$ cat config.mk
export PLATFORM = sky130hd
export DESIGN_NAME = uram_tile_reader
export DESIGN_NICKNAME = d
export VERILOG_FILES = /design/src/rtl/uram_pkg.sv /design/src/rtl/stream_fifo2.sv /design/src/rtl/uram_tile_reader.sv
export SDC_FILE = /design/constraint.sdc
export NUM_CORES = 1
export LEC_CHECK = 0
export BUFFER_PORTS_ARGS = -buffer_cell sky130_fd_sc_hd__buf_2
export CAP_MARGIN = 0
export CELL_PAD_IN_SITES_DETAIL_PLACEMENT = 0
export CELL_PAD_IN_SITES_GLOBAL_PLACEMENT = 1
export CORE_ASPECT_RATIO = 1.1
export CORE_MARGIN = 3
export CORE_UTILIZATION = 47
export CTS_BUF_LIST = sky130_fd_sc_hd__clkbuf_16
export CTS_CLUSTER_SIZE = 20
export DETAILED_ROUTE_END_ITERATION = 16
export PLACE_DENSITY_LB_ADDON = 0.1
export SYNTH_ARGS = -nofsm -noshare
export SYNTH_HDL_FRONTEND = slang
export SYNTH_SLANG_ARGS = --single-unit
$ cat constraint.sdc
create_clock -name clkA -period 5.6 [get_ports clkA]
set_input_delay 0.84 -clock clkA [delete_from_list [all_inputs] [get_ports clkA]]
set_output_delay 0.84 -clock clkA [all_outputs]
set_load 0.02 [all_outputs]
$ cat src/rtl/uram_pkg.sv
// Shared types and helpers for the URAM tile reader.
package uram_pkg;

  // Reader control states.
  typedef enum logic [1:0] {
    IDLE,
    ISSUE,
    DRAIN,
    FINISH
  } rdr_state_t;

  // Per-element stream tags, captured when the read is issued.
  typedef struct packed {
    logic eot;
    logic last;
  } sideband_t;

  // Element-address width for a memory of the given depth.
  function automatic int unsigned addr_w(input int unsigned depth);
    return $clog2(depth);
  endfunction

endpackage

$ cat src/rtl/stream_fifo2.sv
// Two-entry fall-through FIFO. When empty, a pushed word is visible on dout in the
// same cycle, so a read returning this cycle can be consumed without an extra stage.
module stream_fifo2 #(
  parameter int unsigned W = 10
) (
  input  logic         clkA,
  input  logic         rst,
  input  logic         push,
  input  logic [W-1:0] din,
  input  logic         pop,
  output logic         valid,
  output logic [W-1:0] dout,
  output logic [1:0]   count
);

  logic [W-1:0] slot [2];
  logic         wrPtr;
  logic         rdPtr;
  logic         passThru;
  logic         wrEn;
  logic         rdEn;

  // Storage control and head selection; a word popped in the cycle it arrives into an
  // empty FIFO is never stored.
  always_comb begin
    passThru = push && (count == 2'd0) && pop;
    wrEn     = push && !passThru;
    rdEn     = pop && (count != 2'd0);
    valid    = (count != 2'd0) || push;
    if (count != 2'd0) begin
      dout = slot[rdPtr];
    end else if (push) begin
      dout = din;
    end else begin
      dout = '0;
    end
  end

  // Pointer and occupancy update; when full, a pop frees the slot being overwritten.
  always_ff @(posedge clkA) begin
    if (rst) begin
      count <= 2'd0;
      wrPtr <= 1'b0;
      rdPtr <= 1'b0;
    end else begin
      if (wrEn) begin
        slot[wrPtr] <= din;
        wrPtr       <= ~wrPtr;
      end
      if (rdEn) begin
        rdPtr <= ~rdPtr;
      end
      count <= count + {1'b0, wrEn} - {1'b0, rdEn};
    end
  end

endmodule

$ cat src/rtl/uram_tile_reader.sv
// Walks a 2-D tile in row-major order, reads it from the packed-URAM port B and
// streams the elements out with row-end and tile-end tags.
module uram_tile_reader
  import uram_pkg::*;
#(
  parameter  int unsigned WIDTH = 8,
  parameter  int unsigned DEPTH = 512,
  parameter  int unsigned DIMW  = 10,
  localparam int unsigned AW    = addr_w(DEPTH)
) (
  input  logic             clkA,
  input  logic             rst,
  input  logic             start,
  input  logic [AW-1:0]    cfg_base,
  input  logic [DIMW-1:0]  cfg_rows,
  input  logic [DIMW-1:0]  cfg_cols,
  input  logic [AW-1:0]    cfg_stride,
  output logic             busy,
  output logic             done,
  output logic             mem_enB,
  output logic [AW-1:0]    mem_addrB,
  input  logic [WIDTH-1:0] mem_doutB,
  output logic             m_valid,
  output logic [WIDTH-1:0] m_data,
  output logic             m_last,
  output logic             m_eot,
  input  logic             m_ready
);

  rdr_state_t      state;
  logic [DIMW-1:0] rowsQ;
  logic [DIMW-1:0] colsQ;
  logic [AW-1:0]   strideQ;
  logic [DIMW-1:0] r;
  logic [DIMW-1:0] c;
  logic [AW-1:0]   rowBase;
  logic            inflight;
  sideband_t       tagQ;

  logic            pop;
  logic            isLastCol;
  logic            isEot;
  logic [1:0]      fifoCount;
  logic [WIDTH+1:0] fifoDout;

  assign pop = m_valid && m_ready;
  assign {m_eot, m_last, m_data} = fifoDout;

  // Issue decision and address; credit counts buffered plus in-flight elements so the
  // two-entry buffer can never overflow, while a same-cycle pop keeps one per cycle.
  always_comb begin
    isLastCol = (c == colsQ - DIMW'(1));
    isEot     = isLastCol && (r == rowsQ - DIMW'(1));
    mem_enB   = (state == ISSUE) &&
                (({1'b0, fifoCount} + {2'b0, inflight}) < (3'd2 + {2'b0, pop}));
    mem_addrB = rowBase + AW'(c);
  end

  // Control FSM, tile walk and the one-stage tag pipe aligned with the read latency.
  always_ff @(posedge clkA) begin
    if (rst) begin
      state    <= IDLE;
      rowsQ    <= '0;
      colsQ    <= '0;
      strideQ  <= '0;
      r        <= '0;
      c        <= '0;
      rowBase  <= '0;
      inflight <= 1'b0;
      tagQ     <= '0;
      busy     <= 1'b0;
      done     <= 1'b0;
    end else begin
      inflight <= mem_enB;
      if (mem_enB) begin
        tagQ <= '{eot: isEot, last: isLastCol};
      end
      case (state)
        IDLE: begin
          if (start) begin
            rowsQ   <= cfg_rows;
            colsQ   <= cfg_cols;
            strideQ <= cfg_stride;
            rowBase <= cfg_base;
            r       <= '0;
            c       <= '0;
            busy    <= 1'b1;
            state   <= ((cfg_rows == '0) || (cfg_cols == '0)) ? FINISH : ISSUE;
          end
        end
        ISSUE: begin
          if (mem_enB) begin
            if (isLastCol) begin
              c       <= '0;
              r       <= r + DIMW'(1);
              rowBase <= rowBase + strideQ;
            end else begin
              c <= c + DIMW'(1);
            end
            if (isEot) begin
              state <= DRAIN;
            end
          end
        end
        DRAIN: begin
          // The eot beat is the last one pushed, so its acceptance means fully drained.
          if (pop && m_eot) begin
            done  <= 1'b1;
            busy  <= 1'b0;
            state <= FINISH;
          end
        end
        FINISH: begin
          // Entered with done already set after a drain; zero-size tiles pulse here.
          if (done) begin
            done  <= 1'b0;
            state <= IDLE;
          end else begin
            done <= 1'b1;
            busy <= 1'b0;
          end
        end
        default: state <= IDLE;
      endcase
    end
  end

  stream_fifo2 #(
    .W(WIDTH + 2)
  ) u_fifo (
    .clkA  (clkA),
    .rst   (rst),
    .push  (inflight),
    .din   ({tagQ, mem_doutB}),
    .pop   (pop),
    .valid (m_valid),
    .dout  (fifoDout),
    .count (fifoCount)
  );

endmodule

## Word level (Yosys, flattened, before mapping)

Memories as Yosys holds them, arrays and structs flattened. A register that Yosys moved wholly into a read port is not among the register bits.
Cells that the tools add are included.

- Add/subtract/negate cells: 10
- $lt $le $gt $ge: 1
- Equal/unequal tests: 12
- Multiplexer cells: 32
- Bitwise gates (word level): 2
- Reductions and logical operators: 25

Operators with widths:

| cell | number |
|---|---|
| $mux W10 | 7 |
| $pmux W10 S2 | 2 |
| $mux W9 | 3 |
| $add A10 B1 Y10 const B | 2 |
| $eq A10 B10 Y1 | 2 |
| $logic_not A10 Y1 | 2 |
| $sub A10 B1 Y10 const B | 2 |
| $add A9 B9 Y9 | 2 |
| $pmux W9 S2 | 1 |
| $ne A2 B2 Y1 const B | 7 |
| $mux W2 | 6 |
| $mux W1 | 10 |
| $logic_and A1 B1 Y1 | 8 |
| $pmux W2 S4 | 1 |
| $reduce_and A4 Y1 | 2 |
| $reduce_bool A2 Y1 | 3 |
| $reduce_and A5 Y1 | 1 |
| $eq A2 B2 Y1 const B | 2 |
| $logic_not A2 Y1 | 2 |
| $reduce_and A2 Y1 | 2 |
| $add A2 B1 Y3 | 1 |
| $add A2 B1 Y3 const A | 1 |
| $lt A3 B3 Y1 | 1 |
| $pmux W1 S3 | 1 |
| 9 further kinds | 11 |

- Bits in registers: 69
- RAM bits: 20
- Input port bits: 50
- Output and inout port bits: 23
- Word-level logic and storage cells: 98
- Memories kept: 1

Memories:

| name | depth | width | rd ports | clocked after Yosys merged registers in | wr ports | RTL line | source |
|---|---|---|---|---|---|---|---|
| u_fifo.slot | 2 | 10 | 1 | 1 | 1 | stream_fifo2.sv:16 | `logic [W-1:0] slot [2];` |

## Longest topological paths before layout

Gate-level depths: netlist of the first run.

- Depth in word-level cells: 9
- Depth in mapped cells: 11
- Depth with buffers taken out: 11

## Hierarchy

Synthesis of the first run repeated with hierarchy kept, for this count alone.

- Cells, all modules: 604
- Area total of the unflattened synthesis: 5,340.1 sq um

Modules (own cells, without submodules):

| module | times used | cells an instance | area an instance (sq um) | sequential area each (sq um) |
|---|---|---|---|---|
| uram_tile_reader | 1 | 525 | 4,274.1 | 1,301.2 |
| stream_fifo2 | 1 | 79 | 1,066.0 | 700.7 |

## Worst setup path before layout of the first run

No wires, ideal clock.

- Path type: reg2out
- Start point: register c[0]
- End point: output mem_addrB[8]
- Data arrival time: 2,168 ps
- Required time: 4,760 ps
- Setup slack: 2,592 ps
- Cell stages (with the launch flop): 12
- Path buffers: 0
- Cells stage by stage: dfxtp_1 -> ha_1 -> inv_1 -> fa_1 -> nor2b_1 -> o21ai_0 -> a21boi_0 -> o21ai_0 -> nand2b_1 -> a21o_1 -> a21oi_1 -> xnor2_1

- Cells in the longest elaborated chain, start to end: 1

RTL lines:

| what | RTL line | source |
|---|---|---|
| start: declaration | uram_tile_reader.sv:35 | `logic [DIMW-1:0] c;` |
| start signal: assignment | uram_tile_reader.sv:98 | `c <= c + DIMW'(1);` |
| $add A9 B9 Y9 | uram_tile_reader.sv:56 | `mem_addrB = rowBase + AW'(c);` |
| end: declaration | uram_tile_reader.sv:21 | `output logic [AW-1:0] mem_addrB,` |

No other way between the ends.

## Worst setup path in the final report of the first run

Same ends and word-level chain as after synthesis.

==> impl_results.md, run 1 <==
* Slowest stage cell, crit path: dfxtp_1
* Launch point of the worst reg-to-reg path: colsQ[0]
* Core area at approximately 0.011 mm²
* Antenna Violating Nets Remaining at 0
* Synthesized area at between 0.005 and 0.006 mm²
* Ys async rst share at 0%
* Routability cong. at approximately 0.86
* Seq pwr share at around 33%
* Clock skew at between 0.01 and 0.015 ns
* Final Hold Fails at 0
* Synth Warn # at 0
* Post-route cell area at ~0.0061 mm²
* Layout cells sized above 1 at between 15 and 20%
* Crit path from: c[0]
* Crit path required time at 4.76 ns
* Reg clk slew, reported paths at roughly 0.07 ns
* WP buf/inv at 2
* Post-Syn Instances at just over 600
* Post-CTS Resized at 0
* Post-CTS Setup Bufs at 0
* Crit-path max cell delay at between 0.4 and 0.5 ns
* P_sw at ~1.1 mW
* Final WS setup at 2.09 ns
* Fill cells at around 1000
* Total grt overflow at 0
* Worst slew pin tran at 1.01 ns
* Syn-to-layout area delta at 14.3%
* Comb pwr share at between 40 and 50%
* Final net count at ~760
* R2R Setup Slk at about 2.2 ns
* Largest net degree at the start of global routing at 72
* Max_cap viols at 0
* Average vias per placed instance at about 5.4
* Cell family with most CP delay: compound AO/OA/AOI/OAI gates
* I/O Buffers at ~70
* # H-tree levels at 3
* GRT Total Usage at about a fifth
* Status: finished, final reports clean
* CTS buffer count at 9
* First-pass GRT wire length at between 20 and 25 mm
* Slew headroom at between 30% and 40%
* Syn Nets at ~700
* Worst Setup Path Type: reg -> out
* CTS root buffer: clkbuf_16
* HP Class: reg -> reg
* Initial Utilization at about half
* Routed WL at around 12 mm
* DRC at 0
* Total clock sinks at 90
* Via count at 4488
* EDFF count, synth at 20
* Antenna cells at 0
* Top cell by count, worst path: o21ai_0
* Final HPWL DP at slightly above 9 mm
* Dpl cell area at between 0.005 and 0.006 mm²
* Synth cell types at 65
* Mean Syn Cell Area at about 8.6 µm²
* Clock share of power at 23.1%
* Critical Path Source Type: flop
* Setup-failing EPs final at 0
* Fmax at ~280 MHz
* Max IR drop VDD at around 0.00020 V
* Pre-antenna DRT Iters at 4
* Worst Path Max Fanout at 7
* Die Area at roughly 0.013 mm²
* Final worst path period share at a little over three fifths
* Worst Min Path Start: strideQ[4]
* WL/cell at about 15 µm
* Fin. max-slew vios at 0
* Initial detailed-routing violation count at 213
* Critical path, cell by cell: ha_1 -> inv_1 -> fa_1 -> nor2b_1 -> o21ai_0 -> a21boi_0 -> o21ai_0 -> nand2b_1 -> a21o_1 -> a21oi_1 -> xnor2_1 -> buf_2
* Minimum clock period at around 3.5 ns
* Std cell rows at 40
* Clock Latency Late Sink at ~0.34 ns
* Die X at around 110 µm
* Vias in the first global route at 4363
* Post-route setup TNS at 0 ns
* Pre-CTS setup slack at 2.30 ns
* RSZ-0062 raised after global routing: false
* Critical path data arrival time at around 2.7 ns
* Die Ht at between 100 and 150 µm
* Primary FF master, synth: dfxtp_1
* Antenna violations before repair at 0
* Clock Tree Buf Depth at 2
* Synth Register Bits at 90
* Internal power at about 1.6 mW
* Pleak at ~2.6 nW
* Power density over the cells at around 440 mW/mm²
* CTS tree: done
* Sw Share at about 41%
* I/O pins at between 70 and 80
* Crit path capture type: output port
* Hold Buf Count CTS at 0
* Register area share after synthesis at a little under two fifths
## per-layer routing
| layer | track usage, % | wire length (µm) |
|---|---|---|
| met1 | 24.9 | 5520 |
| met2 | 35.4 | 6320 |
| met3 | 3.41 | 396 |
| met4 | 6.71 | 210 |
| met5 | 0 | 0 |
## synthesized netlist by cell type, types with 3 or more instances
library cell / n / area share, %
nor2_1: 50 / 3.5
nand2_1: 83 / 5.9
nand3_1: 25 / 2.4
nand4_1: 10 / 1.2
nor2b_1: 8 / 0.95
xnor2_1: 26 / 4.3
mux2i_1: 24 / 4.5
ha_1: 28 / 6.6
and3_1: 5 / 0.59
a211oi_1: 10 / 1.4
or2_2: 3 / 0.35
nor4_1: 8 / 0.95
xor2_1: 25 / 4.1
o21ai_0: 20 / 1.9
a21oi_1: 51 / 4.8
inv_1: 26 / 1.8
a21o_1: 6 / 0.85
a31oi_1: 5 / 0.59
nand3b_1: 3 / 0.43
clkbuf_1: 20 / 1.4
dfxtp_1: 70 / 26
buf_2: 5 / 0.47
nand2b_1: 9 / 1.1
edfxtp_1: 20 / 11
nor3_1: 20 / 1.9
buf_1: 3 / 0.21
## layout make-up
cell class / count / area, µm² / area share [%]
timing repair buffer: 79 / 413 / 6.82
inverter: 26 / 97.6 / 1.61
sequential: 90 / 2000 / 33.1
clock inverter: 7 / 77.6 / 1.28
multi-input combinational: 471 / 3050 / 50.5
clock buffer: 9 / 225 / 3.72
tap: 147 / 184 / 3.04
## path summary, 6_finish.rpt
kind | cells past startpoint | endpoint
worst min register to register | 2 | strideQ[4]
worst min-delay path | 2 | strideQ[4]
worst max register to register | 10 | r[4]
worst max-delay path | 12 | mem_addrB[8]
## metrics by stage
stage	power, mW	utilization [%]	instances	hold slack, ns
floorplan	1.78	-	618	0.441
global placement	2.05	52.5	813	0.452
detailed placement	2.07	52.5	813	0.459
CTS	2.69	55.2	829	0.468
global route	2.86	55.2	829	0.483
finish	2.67	55.2	829	0.466
## placed cells by master, fill, tap and decap left out, types with 3 or more instances in the layout
| cell type | Yosys | final |
|---|---|---|
| a211oi_1 | 10 | 10 |
| a21o_1 | 6 | 6 |
| a21oi_1 | 51 | 51 |
| a31oi_1 | 5 | 5 |
| and3_1 | 5 | 5 |
| buf_2 | 5 | 72 |
| buf_4 | 1 | 7 |
| clkbuf_16 | 0 | 9 |
| dfxtp_1 | 70 | 70 |
| edfxtp_1 | 20 | 20 |
| ha_1 | 28 | 28 |
| inv_1 | 26 | 27 |
| mux2i_1 | 24 | 24 |
| nand2_1 | 83 | 83 |
| nand2b_1 | 9 | 9 |
| nand3_1 | 25 | 25 |
| nand3b_1 | 3 | 3 |
| nand4_1 | 10 | 10 |
| nor2_1 | 50 | 50 |
| nor2b_1 | 8 | 8 |
| nor3_1 | 20 | 20 |
| nor4_1 | 8 | 8 |
| o21ai_0 | 20 | 20 |
| or2_2 | 3 | 3 |
| xnor2_1 | 26 | 26 |
| xor2_1 | 25 | 25 |
## cell families (layout without fill, tap and decap cells)
| group | after synthesis | count (layout) | share of synthesized area (%) |
|---|---|---|---|
| AND/OR/NAND/NOR | 246 | 246 | 23.1 |
| AO/OA/AOI/OAI | 119 | 119 | 14.0 |
| flip-flops | 90 | 90 | 37.8 |
| buffers and inverters | 57 | 121 | 4.51 |
| XOR/XNOR | 51 | 51 | 8.44 |
| adder cells (fa/ha/maj) | 30 | 30 | 7.37 |
| multiplexers | 25 | 25 | 4.75 |
## worst register-to-register path, delay by kind of cell (launching register included)
kind                       cells  cell delay, ns
DFF                            1            0.35
adders and majority gates      1            0.22
buffers and inverters          1            0.08
and+or+nand+nor                3            1.16
AOI/OAI and AO/OA              5            1.47
## state kept, by name (all words and copies together), names as in the netlist, named ones only
register / cells
done: 1
state: 2
inflight: 1
strideQ: 9
c: 10
u_fifo.rdPtr: 1
tagQ: 2
u_fifo.slot: 20
rowBase: 9
rowsQ: 10
u_fifo.count: 2
u_fifo.wrPtr: 1
r: 10
busy: 1
colsQ: 10
## power by group through the flow
stage	Combinational, mW	Clock, mW	Sequential [mW]
floorplan	0.939	0	0.845
global placement	1.15	0	0.893
detailed placement	1.17	0	0.896
CTS	1.18	0.630	0.881
global route	1.31	0.655	0.897
finish	1.17	0.615	0.879
Note: power is estimated with default switching activity, not from simulation.
==> run 2, diff against run 1 <==
CORE_UTILIZATION = 44   (was 47)
clock period = 3.6 ns   (was 5.6 ns; I/O delays follow)
==> run 2 against run 1 <==
Net effect: clock power is 54% higher; register-to-register slack lost 1.8 ns; global-route usage fell by 0.98 points; utilization fell by 2.7 points; flip-flop and latch count did not move; clock skew decreased by 0.0033 ns; cell count up 0.84%; total power grew 57%; combinational power grew 61%; sequential share of layout area is 0.20 points lower; hold slack worse by 0.071 ns; via count is 0.38% lower.
==> impl_results.md, run 2 (same netlist as run 1, synthesis figures left out) <==
* Met1 GRT Util at 23.9% (-1.1 points)
* Sequential cell area at 0.00200 mm² (unchanged)
* Via count at 4471 (-0.38%)
* Max_cap viols at 0 (unchanged)
* Launch point of the worst reg-to-reg path: colsQ[0]
* Commonest cells after routing, fill and taps aside: nand2_1, buf_2, dfxtp_1
* Pleak at 2.59 nW (+1.1%)
* Busiest grt layer: met2
* GRT Total Usage at 19.3% (-0.98 points)
* Met3 GRT Util at 4.04% (+0.63 points)
* I/O Buffers at 72 (unchanged)
* Routing usage on met2 at 33.8% (-1.6 points)
* CTS root buffer: clkbuf_16
* Vias in the first global route at 4368 (+0.11%)
* Average vias per placed instance at 5.35 (-1.2%)
* Worst Path Max Fanout at 21 (+14)
* Total grt overflow at 0 (unchanged)
* Die X at 111 µm (+3.2%)
* CTS tree: done
* Final Hold Fails at 0 (unchanged)
* Clock skew at 0.00733 ns (-0.00335 ns)
* First-pass GRT wire length at 21.0 mm (+2.0%)
* Antenna violations before repair at 0 (unchanged)
* Worst Min Path Start: mem_doutB[5]
* Die Area at 0.0134 mm² (+6.5%)
* Register name with the most flops: u_fifo.slot
* Clock Tree Buf Depth at 2 (unchanged)
* Reg clk slew, reported paths at 0.07 ns (about the same)
* I/O pins at 73 (unchanged)
* Slew headroom at 33.1% (+0.74 points)
* WL/cell at 15.1 µm (+0.84%)
* Worst slew pin tran at 1.00 ns (-0.0111 ns)
* Crit path from: colsQ[0]
* Largest net degree at the start of global routing at 49 (-32%)
* Initial Utilization at 45.7% (-2.6 points)
* Setup-failing EPs final at 0 (unchanged)
* Worst hold slack at 0.395 ns (-0.0711 ns)
* Final net count at 761 (+0.53%)
* Hold Buf Count CTS at 0 (unchanged)
* Pre-antenna DRT Iters at 4 (unchanged)
* HP Class: in -> reg
* Core area at 0.0116 mm² (+5.8%)
* Max IR drop VDD at 0.000349 V (+75%)
* Routed WL at 12.7 mm (+1.7%)
* DRC at 0 (unchanged)
* Die Ht at 121 µm (+3.2%)
* Status: finished, final reports clean
* Fmax at 313 MHz
* Worst Setup Path Type: reg -> reg
* Final worst path period share at between 80 and 90%
* Final HPWL DP at 9.38 mm (+2.3%)
* Commonest non-fill, non-tap cell in the layout: nand2_1
* Max reg flops at 20 (unchanged)
* Power density over the cells at 686 mW/mm² (+56%)
* CTS buffer count at 9 (unchanged)
* # H-tree levels at 3 (unchanged)
* Syn-to-layout area delta at 15.0%
* Routability cong. at 0.940 (+8.9%)
* Layout cells sized above 1 at 16.5% (+0.34 points)
* Crit path capture type: flop
* Total clock sinks at 90 (unchanged)
* Fin. max-slew vios at 0 (unchanged)
* Clock Latency Late Sink at 0.35 ns (about the same)
* Critical Path Source Type: flop
* Crit path required time at 3.86 ns (-0.90 ns)
* Post-Route Utilization at 52.5% (-2.7 points)
* Minimum clock period at 3.19 ns
* RSZ-0062 raised after global routing: false
* R2R Setup Slk at 0.41 ns (-1.81 ns)
* Std cell rows at 41 (+2.5%)
* Antenna cells at 0 (unchanged)
* Initial detailed-routing violation count at 259 (+22%)
* Fill cells at 1135 (+8.5%)
* Critical path data arrival time at 3.45 ns (+0.78 ns)
* Antenna Violating Nets Remaining at 0 (unchanged)
* Post-route setup TNS at 0 ns (unchanged)
* Multi-input combinational cell area at 0.00306 mm² (+0.33%)
## run 2: cell count changes in the layout (fill, tap and decap cells not counted), sizes merged
| cell | previous run | this run |
|---|---|---|
| buf | 79 | 83 |
| clkinvlp | 2 | 1 |
| inv | 29 | 28 |
| clkinv | 1 | 3 |
## run 2: stage by stage
| stage | total power, mW | area [µm²] | std cells | setup slack [ns] |
|---|---|---|---|---|
| CTS | 4.21 | 6080 | 836 | 0.347 |
| global route | 4.50 | 6090 | 836 | 0.0142 |
| floorplan | 2.77 | 5300 | 618 | 0.892 |
| global placement | 3.21 | 5780 | 820 | 0.548 |
| finish | 4.18 | 6090 | 836 | 0.407 |
| detailed placement | 3.26 | 5780 | 820 | 0.400 |
## run 2: per-layer routing
layer	share of wire, %	vias to the layer above
met5	0	-
met4	1.2	0
met3	3.4	14
met2	50	69
met1	45	2084
li1	-	2304
## run 2: worst max-delay path, stage by stage, from the launching register on
cell	delay (ns)
dfxtp_1	0.36
inv_1	0.07
ha_1	0.23
or4b_4	0.51
nor4b_2	0.27
a31oi_1	0.07
a31o_1	0.28
a221o_1	0.46
nor2_4	0.28
buf_4	0.29
nor2_1	0.08
a211oi_1	0.21
## run 2: what timing repair did
| item | CTS | global route |
|---|---|---|
| setup endpoints to repair | 0 | 5 |
| buffers inserted | 0 | 0 |
| endpoints found under the hold margin | 0 | 0 |
| resized for setup | 0 | 2 |
## run 2: path summary, 6_finish.rpt
check,to,cells past startpoint
worst max-delay path,rowBase[2],11
worst min-delay path,u_fifo.slot[1][5],1
worst max register to register,rowBase[2],11
worst min register to register,strideQ[4],2
## run 2: cell type report
class / instances / share of cell area, %
well taps: 150 / 3.08
multi-input cells: 471 / 50.3
clock buffers: 9 / 3.70
clock inverters: 7 / 1.17
flip-flops and latches: 90 / 32.9
repair buffers: 83 / 7.27
inverters: 26 / 1.60
## run 2: report_power, final
group	internal, mW	switching, mW
registers	1.18	0.170
clock network	0.538	0.407
logic	0.734	1.15
